File: config.mk
export PLATFORM = sky130hd
export DESIGN_NAME = countdown_timer
export DESIGN_NICKNAME = d
export VERILOG_FILES = /design/src/rtl/countdown_timer.sv
export SDC_FILE = /design/constraint.sdc
export NUM_CORES = 1
export LEC_CHECK = 0
export BUFFER_PORTS_ARGS = -buffer_cell sky130_fd_sc_hd__buf_4
export CAP_MARGIN = 5
export CORE_ASPECT_RATIO = 1.25
export CORE_MARGIN = 3
export CORE_UTILIZATION = 24
export DETAILED_ROUTE_END_ITERATION = 12
export SLEW_MARGIN = 20
export SYNTH_ARGS = -nofsm -noshare
export SYNTH_HDL_FRONTEND = slang
export SYNTH_SLANG_ARGS = --single-unit
File: constraint.sdc
create_clock -name clk -period 2.41 [get_ports clk]
set_clock_uncertainty 0.05 [all_clocks]
set_input_delay 0.482 -clock clk [delete_from_list [all_inputs] [get_ports clk]]
set_output_delay 0.482 -clock clk [all_outputs]
set_load 0.03 [all_outputs]
File: src/rtl/countdown_timer.sv
// countdown_timer: BCD M:SS.d countdown with tenth-second prescaler and alarm
module countdown_timer #(
  parameter int TICK_DIV = 10
) (
  input  logic       clk,
  input  logic       reset,
  input  logic       load,
  input  logic       start_resume,
  input  logic       stop,
  input  logic [3:0] pre_min0,
  input  logic [3:0] pre_sec1,
  input  logic [3:0] pre_sec0,
  input  logic [3:0] pre_dsec0,
  output logic [3:0] min0,
  output logic [3:0] sec1,
  output logic [3:0] sec0,
  output logic [3:0] dsec0,
  output logic       running,
  output logic       done
);
  localparam int PW = (TICK_DIV > 2) ? $clog2(TICK_DIV) : 1;
  typedef enum logic [1:0] {IDLE, RUN, PAUSED, DONE} state_t;
  state_t state, state_nx;
  logic [PW-1:0] presc, presc_nx;
  logic [3:0] min0_nx, sec1_nx, sec0_nx, dsec0_nx;
  logic [3:0] dec_min0, dec_sec1, dec_sec0, dec_dsec0;
  logic b0, b1, b2, tick, zero, dec_zero;
  always_comb begin
    b0 = dsec0 == 4'd0;
    b1 = b0 && sec0 == 4'd0;
    b2 = b1 && sec1 == 4'd0;
    dec_dsec0 = b0 ? 4'd9 : dsec0 - 4'd1;
    dec_sec0 = b0 ? (sec0 == 4'd0 ? 4'd9 : sec0 - 4'd1) : sec0;
    dec_sec1 = b1 ? (sec1 == 4'd0 ? 4'd5 : sec1 - 4'd1) : sec1;
    dec_min0 = b2 ? min0 - 4'd1 : min0;
    zero = {min0, sec1, sec0, dsec0} == 16'h0000;
    dec_zero = {dec_min0, dec_sec1, dec_sec0, dec_dsec0} == 16'h0000;
    tick = state == RUN && presc == PW'(TICK_DIV - 1);
  end
  always_comb begin
    state_nx = state;
    presc_nx = presc;
    {min0_nx, sec1_nx, sec0_nx, dsec0_nx} = {min0, sec1, sec0, dsec0};
    if (load && state != RUN) begin
      min0_nx = pre_min0 > 4'd9 ? 4'd9 : pre_min0;
      sec1_nx = pre_sec1 > 4'd5 ? 4'd5 : pre_sec1;
      sec0_nx = pre_sec0 > 4'd9 ? 4'd9 : pre_sec0;
      dsec0_nx = pre_dsec0 > 4'd9 ? 4'd9 : pre_dsec0;
      presc_nx = '0;
      state_nx = IDLE;
    end else if (stop && state == RUN) begin
      state_nx = PAUSED;
    end else if (start_resume && (state == IDLE || state == PAUSED)) begin
      state_nx = zero ? DONE : RUN;
    end else if (state == RUN) begin
      presc_nx = tick ? '0 : presc + PW'(1);
      if (tick) begin
        {min0_nx, sec1_nx, sec0_nx, dsec0_nx} = {dec_min0, dec_sec1, dec_sec0, dec_dsec0};
        state_nx = dec_zero ? DONE : RUN;
      end
    end
  end
  always_ff @(posedge clk) begin
    if (!reset) begin
      state <= IDLE;
      presc <= '0;
      {min0, sec1, sec0, dsec0} <= 16'h0000;
      running <= 1'b0;
      done <= 1'b0;
    end else begin
      state <= state_nx;
      presc <= presc_nx;
      {min0, sec1, sec0, dsec0} <= {min0_nx, sec1_nx, sec0_nx, dsec0_nx};
      running <= state_nx == RUN;
      done <= state_nx == DONE;
    end
  end
endmodule

=== Word level (Yosys, flattened, before mapping) ===
Index checks and enable logic that the tools add are counted.

* Add/subtract/negate cells: 5
* Magnitude comparators: 4
* Eq/ne operators: 8
* Muxes and demuxes: 38
* Bitwise operators: 3
* Reductions and logical operators: 18

{| class="wikitable"
|+ Operators with widths
! cell !! count
|-
| $mux 4 || 31
|-
| $logic_not 16->1 || 2
|-
| $sub 4x1->4 const B || 4
|-
| $mux 2 || 7
|-
| $gt 4x4->1 const B || 3
|-
| $logic_not 4->1 || 3
|-
| $logic_and 1x1->1 || 6
|-
| $add 4x1->4 const B || 1
|-
| $eq 2x1->1 const B || 2
|-
| $eq 2x2->1 const B || 2
|-
| $eq 4x4->1 const B || 1
|-
| $gt 4x3->1 const B || 1
|-
| $ne 2x2->1 const B || 2
|-
| $reduce_and 4->1 || 1
|-
| $reduce_bool 2->1 || 2
|-
| $not 1->1 || 3
|-
| $reduce_and 3->1 || 1
|-
| $logic_not 2->1 || 1
|-
| $ne 2x1->1 const B || 1
|-
| $reduce_or 2->1 || 1
|-
| $logic_or 1x1->1 || 1
|}

* Bits in registers: 24
* Logic and storage cells: 84

=== Logic depth before layout (Yosys ltp) ===
Gate-level depths: netlist (run 1).

* Depth after elaboration: 12
* Depth in mapped cells: 7
* Depth with buffers taken out: 7

=== Least setup slack after synthesis (run 1) ===
Ideal clock, no wire load.

* Path kind: register to register
* Start point: register dsec0[0]
* End point: register sec1[3]
* Arrival time: 1.698 ns
* Data required time: 2.243 ns
* Path slack: 0.545 ns
* Stages on the path, launching flop included: 5
* Buffers on the path: 0
* Clock period less this slack: 1.865 ns
* Cell sequence: dfxtp_1 nor4_4 nand2_2 or4_4 and4_2

* Longest elaborated chain between the ends: 8

{| class="wikitable"
|+ Ends and longest elaborated chain
! element !! RTL line !! RTL
|-
| start, declared || 17 || <nowiki>output logic [3:0] dsec0,</nowiki>
|-
| start signal, assigned || 73 || <nowiki>{min0, sec1, sec0, dsec0} <= {min0_nx, sec1_nx, sec0_nx, dsec0_nx};</nowiki>
|-
| $logic_not 4->1 || 29 || <nowiki>b0 = dsec0 == 4'd0;</nowiki>
|-
| $logic_and 1x1->1 || 30 || <nowiki>b1 = b0 && sec0 == 4'd0;</nowiki>
|-
| $mux 4 || 34 || <nowiki>dec_sec1 = b1 ? (sec1 == 4'd0 ? 4'd5 : sec1 - 4'd1) : sec1;</nowiki>
|-
| $mux 4 || 57 || <nowiki>if (tick) begin</nowiki>
|-
| $mux 4 || 55 || <nowiki>end else if (state == RUN) begin</nowiki>
|-
| $mux 4 || 53 || <nowiki>end else if (start_resume && (state == IDLE || state == PAUSED)) begin</nowiki>
|-
| $mux 4 || 51 || <nowiki>end else if (stop && state == RUN) begin</nowiki>
|-
| $mux 4 || 44 || <nowiki>if (load && state != RUN) begin</nowiki>
|-
| end signal, assigned || 73 ||
|-
| end, declared || 15 || <nowiki>output logic [3:0] sec1,</nowiki>
|}

Every way passes these cells. The select of a mux whose other input is x is not followed.
A chain may end at the register's enable or synchronous reset.

=== Worst setup path in the final report (run 1) ===
* Start point: register sec1[0]
* End point: register state[1]

* Longest elaborated chain between the ends: 10

{| class="wikitable"
|+ Ends and longest elaborated chain
! element !! RTL line !! RTL
|-
| $sub 4x1->4 / $logic_not 4->1 (equally long branches) || 34, 31 ||
|-
| $mux 4 / $logic_and 1x1->1 (equally long branches) || 34, 31 ||
|-
| $mux 4, on equally long branches || 34, 35 ||
|-
| $logic_not 16->1 || 37 || <nowiki>dec_zero = {dec_min0, dec_sec1, dec_sec0, dec_dsec0} == 16'h0000;</nowiki>
|-
| $mux 2 || 59 || <nowiki>state_nx = dec_zero ? DONE : RUN;</nowiki>
|-
| $mux 2 || 57 ||
|-
| $mux 2 || 55 ||
|-
| $mux 2 (*) || 53 ||
|-
| $mux 2 (*) || 51 ||
|-
| $mux 2 (*) || 44 ||
|-
| end signal, assigned || 71 || <nowiki>state <= state_nx;</nowiki>
|-
| end, declared || 23 || <nowiki>state_t state, state_nx;</nowiki>
|}

Mark *: on every way between the ends. The rest lies on a longest branch, timed or not.

==> results.py, run 1 <==
metrics = {
    "global_route": {
        "grt_pass1_vias": 1400,
        "grt_max_degree": 17,
        "grt_pass1_wl_um": 6740,
        "track_usage_pct": 12.4,
        "grt-ovfl-total": 0,
        "antenna_found_initial": 0,
    },
    "final_layout": {
        "drive_above_1_share_pct": 27.9,
        "final_area_um2": 1860,
        "final_nets": 241,
        "syn_to_final_growth_pct": 29.9,
        "layout_commonest_cell": "buf_4",
        "post-route-util_pct": 33.2,
        "finalNonFillerCells": 279,
        "antenna_cells": 0,
        "layout_common_cells": "buf_4, dfxtp_1, nor2_1, a21oi_1",
    },
    "sta": {
        "clock.fmax_mhz": 511,
        "tightest_slew_ns": 0.529,
        "rsz0062_at_grt": "false",
        "finalSetupViolations": 0,
        "finalCriticalPeriod_ns": 1.96,
        "finalCritPeriodShare_pct": 81.2,
        "hold_viol": 0,
        "slew_viol_final": 0,
        "relSlewSlack_pct": 64.6,
        "setup_tns_ns": 0,
    },
    "route": {
        "dr.pass1.iters": 4,
        "wire_per_inst_um": 14.6,
        "drt_iter0_markers": 140,
        "vias_per_cell": 5.16,
        "drcViolationCount": 0,
        "vias": 1439,
        "ant_nets": 0,
        "finalWirelength_um": 4070,
    },
    "clock_network": {
        "cts.sinks": 24,
        "clockBufferDepth": 2,
        "cts_buffers": 3,
        "cts.htree.levels": 1,
        "path_clk_slew_ns": 0.09,
        "root_buffer": "clkbuf_8",
        "insertion_delay_ns": 0.27,
        "cts_tree": "yes",
        "post_cts_buffers": 0,
        "cts_resized": 0,
        "ctsHoldBuffers": 0,
    },
    "synth": {
        "yosys_warnings": 0,
        "synth_edf_count": 0,
        "post_synth_num_cell_types": 47,
        "synth_top_family_by_area": "simple AND/OR/NAND/NOR gates",
        "synth_nets": 199,
        "synth-compound-area-share_pct": 19.0,
        "synth.mux.area_fraction_pct": 2.19,
        "synth_xor_xnor_area_share_pct": 6.74,
        "syn_area_um2": 1430,
        "ys.flop_type": "dfxtp_1",
        "synthArstFlopShare_pct": 0,
        "synthCells": 174,
        "synth-seq-cells": 24,
        "ys_seq_area_share_pct": 33.6,
        "synth-adder-area-share_pct": 3.50,
        "synth_simple_gate_area_share_pct": 31.3,
        "syn_avg_cell_area_um2": 8.21,
    },
    "power_and_ir_drop": {
        "powerDensity_nw_per_um2": 529,
        "leakage_nw": 0.725,
        "ir_drop_mv": 0.190,
        "total_power_mw": 0.983,
    },
    "floorplan": {
        "rows": 30,
        "die_h_um": 92.3,
        "core_area_um2": 5590,
        "ioPinCount": 39,
        "dieArea_um2": 6920,
        "initial_utilization_pct": 25.5,
        "die_w_um": 75.0,
    },
    "placed_design": {
        "post-dp-hpwl_um": 3190,
        "dp.cells": 275,
        "gp_congestion": 0.862,
        "io_buffers": 38,
        "place_area_um2": 1800,
    },
    "critical_path": {
        "required_ns": 2.57,
        "r2r_cells": 5,
        "arrival_ns": 2.12,
        "critical_path_class": "reg -> reg",
        "r2r_end": "state[1]",
        "crit_path_start_kind": "flop",
        "r2r-start": "sec1[0]",
        "endpoint": "state[1]",
        "critical_path.endpoint_type": "flop",
        "worstPathMaxFanout": 6,
        "worstSetupStartpoint": "sec1[0]",
        "rrSetupSlack_ns": 0.45,
    },
    "run_status": {
        "status": "completed",
    },
    "job": {
        "maxCapViolations": 0,
    },
    "min_path": {
        "hold_class": "in -> reg",
    },
}
[stage by stage]
stage               hold slack, ns  setup WS, ns
floorplan                    0.439         0.545
CTS                          0.389         0.428
detailed placement           0.473         0.335
finish                       0.397         0.453
global placement             0.471         0.405
global route                 0.399         0.288
[synthesized netlist by cell type (all sizes together), types with 2 or more instances]
library cell,number,area [um2]
o21ai,12,60.1
nand3,6,30.0
nand2,14,57.6
inv,8,30.0
a211oi,2,15.0
nand4,6,37.5
a21boi,2,15.0
nor4,5,67.6
dfxtp,24,480
mux2i,2,20.0
and3b,2,17.5
buf,4,18.8
nor2,22,82.6
nor3b,2,20.0
nor3,5,25.0
xnor2,7,61.3
o21a,2,15.0
a2111oi,2,17.5
a21oi,17,88.8
ha,4,50.1
xor2,4,35.0
o32ai,2,17.5
a311oi,2,17.5
[area by class of cell]
type	instances	area, um2
fillers	586	3740
multi-input cells	137	896
flip-flops and latches	24	480
repair buffers	42	315
well taps	64	80.1
clock buffers	4	55.1
inverters	8	30.0
[logic make-up after synthesis]
| family | Yosys count |
|---|---|
| AND/OR/NAND/NOR | 75 |
| XOR/XNOR | 11 |
| multiplexers | 3 |
| AO/OA/AOI/OAI | 44 |
| adder cells (fa/ha/maj) | 4 |
| buffers and inverters | 13 |
| flip-flops | 24 |
[critical path, cell delays in order, from the launching register on]
cell,delay [ns]
dfxtp_1,0.38
nor4_2,0.48
nand4_1,0.22
nor4b_1,0.38
a31o_2,0.23
and3b_1,0.15
[state kept, by name (all words and copies together), names as in the netlist]
| name | cells |
|---|---|
| presc | 4 |
| state | 2 |
| sec0 | 4 |
| running | 1 |
| dsec0 | 4 |
| sec1 | 4 |
| done | 1 |
| min0 | 4 |
[how the worst min path moves through the flow]
| stage | startpoint | slack [ns] | to | cells after the start |
|---|---|---|---|---|
| detailed placement | presc[3] | 0.47 | presc[3] | 2 |
| global route | pre_min0[3] | 0.40 | min0[2] | 2 |
| CTS | pre_min0[3] | 0.39 | min0[2] | 2 |
| global placement | presc[3] | 0.47 | presc[3] | 2 |
| floorplan | state[0] | 0.44 | state[0] | 2 |
| finish | pre_min0[3] | 0.40 | min0[2] | 2 |
[where the power goes]
part	switching [mW]	total [mW]	internal [mW]
logic	0.142	0.249	0.107
clock network	0.134	0.280	0.146
registers	0.0353	0.454	0.418
total	0.311	0.983	0.672
[metal layers]
layer / global-route usage, % / part of all wire, %
met5: 0 / 0
met4: 3.12 / 0.76
met3: 2.08 / 6.6
met2: 18.9 / 47
met1: 17.7 / 46
Power figures use the tool's default switching activity.
==> inputs of run 2 (changes only) <==
- ABC_AREA: not set -> 1
- clock period: 2.41 -> 1.8 ns (I/O delays scaled with it)
==> run 2 against run 1 <==
  * Via count is 23% higher
  * Maximum frequency is 16% higher
  * Wire length is 17% higher
  * Non-clock buffer count is 15 higher
  * Combinational power is 150% higher
  * Critical path type unchanged
  * Highest routed layer unchanged
==> results.py, run 2 <==
metrics = {
    "clock_network": {
        "cts_tree": "yes",
        "cts_buffers": 3,
        "cts.htree.levels": 1,
        "cts.sinks": 24,
        "ctsHoldBuffers": 0,
        "path_clk_slew_ns": 0.09,
        "root_buffer": "clkbuf_8",
        "insertion_delay_ns": 0.27,
        "clockBufferDepth": 2,
    },
    "sta": {
        "finalCritPeriodShare_pct": 93.4,
        "finalCriticalPeriod_ns": 1.68,
        "relSlewSlack_pct": 81.4,
        "hold_viol": 0,
        "clock.fmax_mhz": 595,
        "finalSetupViolations": 0,
        "tightest_slew_ns": 0.276,
        "slew_viol_final": 0,
        "setup_ws_ns": 0.119,
        "rsz0062_at_grt": "true",
    },
    "synth": {
        "synth_nets": 265,
        "syn_area_um2": 1580,
        "synthTopCellsByArea": "dfxtp_1, nand2_1, inv_1, nor2_1, o21ai_0",
        "syn_avg_cell_area_um2": 6.58,
        "synthArstFlopShare_pct": 0,
        "synth_top_area_cell": "dfxtp_1",
        "ys_top_cells_by_count": "nand2_1, inv_1, nor2_1",
        "synth_edf_count": 0,
        "yosys_warnings": 0,
        "yosys.area.top_type_share_pct": 30.4,
        "post_synth_num_cell_types": 35,
        "synth-seq-cells": 24,
        "ys_seq_area_share_pct": 30.4,
        "synthMostInstantiatedCell": "nand2_1",
        "ys.flop_type": "dfxtp_1",
        "synthCells": 240,
    },
    "floorplan": {
        "dieArea_um2": 7590,
        "ioPinCount": 39,
        "initial_utilization_pct": 25.1,
        "core_area_um2": 6290,
        "die_h_um": 96.7,
        "die_w_um": 78.6,
        "rows": 32,
    },
    "critical_path": {
        "crit_path_start_kind": "flop",
        "critical_path_class": "reg -> reg",
        "worstPathMaxFanout": 8,
        "arrival_ns": 1.79,
        "critical_path.endpoint_type": "flop",
        "required_ns": 1.91,
    },
    "final_layout": {
        "syn_to_final_growth_pct": 38.2,
        "finalNonFillerCells": 382,
        "antenna_cells": 0,
        "fillers": 668,
        "post-route-util_pct": 34.7,
        "final_nets": 323,
        "drive_above_1_share_pct": 30.0,
        "layout_commonest_cell": "buf_4",
        "layout_common_cells": "buf_4, nand2_1, inv_1, nor2_1, dfxtp_1",
        "final_area_um2": 2180,
    },
    "route": {
        "drt_iter0_markers": 52,
        "drcViolationCount": 0,
        "ant_nets": 0,
        "vias": 1776,
        "wire_per_inst_um": 12.5,
        "vias_per_cell": 4.65,
        "dr.pass1.iters": 4,
        "finalWirelength_um": 4760,
    },
    "power_and_ir_drop": {
        "powerDensity_nw_per_um2": 736,
        "total_power_mw": 1.61,
        "ir_drop_mv": 0.322,
        "leakage_nw": 1.02,
    },
    "global_route": {
        "grt_use_met2_pct": 20.3,
        "grt_max_degree": 18,
        "track_usage_pct": 11.8,
        "grt_pass1_wl_um": 7310,
        "grt_pass1_vias": 1662,
        "grt-ovfl-total": 0,
        "top_usage_layer": "met2",
        "met1_usage_pct": 14.7,
        "antenna_found_initial": 0,
        "use_met3_pct": 1.96,
    },
    "run_status": {
        "status": "completed",
    },
    "min_path": {
        "hold_class": "in -> reg",
    },
    "job": {
        "maxCapViolations": 0,
    },
    "placed_design": {
        "gp_congestion": 0.855,
        "post-dp-hpwl_um": 3530,
        "io_buffers": 38,
        "place_area_um2": 2000,
        "dp.cells": 366,
        "preCtsSetupSlack_ns": -0.0184,
    },
}
run 2: cell count changes in the layout (fill, tap and decap cells not counted), sizes merged, moves of 10 or more:
cell / change
inv: +28
o21ai: +10
buf: +15
nand2: +42
nor2: +13
run 2: metrics by stage:
| stage | hold slack [ns] | TNS (ns) |
|---|---|---|
| 2_1_floorplan | 0.429 | 0 |
| 3_3_place_gp | 0.451 | 0 |
| 3_5_place_dp | 0.457 | -0.0184 |
| 4_1_cts | 0.308 | 0 |
| 5_1_grt | 0.347 | -0.0327 |
| 6_report | 0.320 | 0 |
run 2: cell type report:
cell class / instances / area, um2 / share of cell area (%)
Sequential cell: 24 / 493 / 22.6
Inverter: 38 / 150 / 6.88
Tap cell: 85 / 106 / 4.87
Clock buffer: 4 / 55.1 / 2.52
Multi-Input combinational cell: 173 / 942 / 43.2
Timing Repair inverter: 1 / 7.51 / 0.344
Timing Repair Buffer: 57 / 428 / 19.6
run 2: routing by layer:
layer / wire [um] / up-vias
met2: 2350 / 52
met1: 2090 / 821
met3: 239 / 10
met4: 89 / 0
li1: - / 893
met5: 0 / -
run 2: path summary, 6_finish.rpt:
| path | from | end | slack, ns | cells past startpoint |
|---|---|---|---|---|
| setup / recovery | state[0] | dsec0[0] | 0.12 | 10 |
| hold / removal | pre_sec1[1] | sec1[1] | 0.32 | 3 |
| setup reg to reg | state[0] | dsec0[0] | 0.12 | 10 |
| hold reg to reg | sec1[3] | sec1[3] | 0.47 | 2 |
run 2: cells by family after synthesis:
| logic type | count (synthesis) | synth area share, % |
|---|---|---|
| buffers and inverters | 43 | 10.9 |
| XOR/XNOR | 4 | 2.69 |
| AND/OR/NAND/NOR | 111 | 32.7 |
| adder cells (fa/ha/maj) | 4 | 3.17 |
| AO/OA/AOI/OAI | 54 | 20.0 |
| flip-flops | 24 | 30.4 |
run 2: where the power goes:
group	leakage, nW	switching [mW]	internal (mW)	total (mW)
sequential	0.200	0.0370	0.568	0.605
clock	0.0288	0.187	0.196	0.383
combinational	0.793	0.372	0.246	0.618
total	1.02	0.596	1.01	1.61
run 2: repair_timing:
item / CTS / global route
setup endpoints to repair: 3 / 12
setup buffers: 2 / 9
pin swaps: 0 / 8
cloned: 0 / 1
gates resized for setup: 2 / 16
run 2: critical path, cell delays in order, from the launching register on:
cell and delay, ns:
dfxtp_1 0.34, inv_1 0.07, nor2_2 0.14, inv_1 0.10, nand2_4 0.15, clkinvlp_4 0.14
buf_4 0.18, nand2_1 0.06, o211ai_1 0.10, o21ai_0 0.19, a21oi_1 0.06
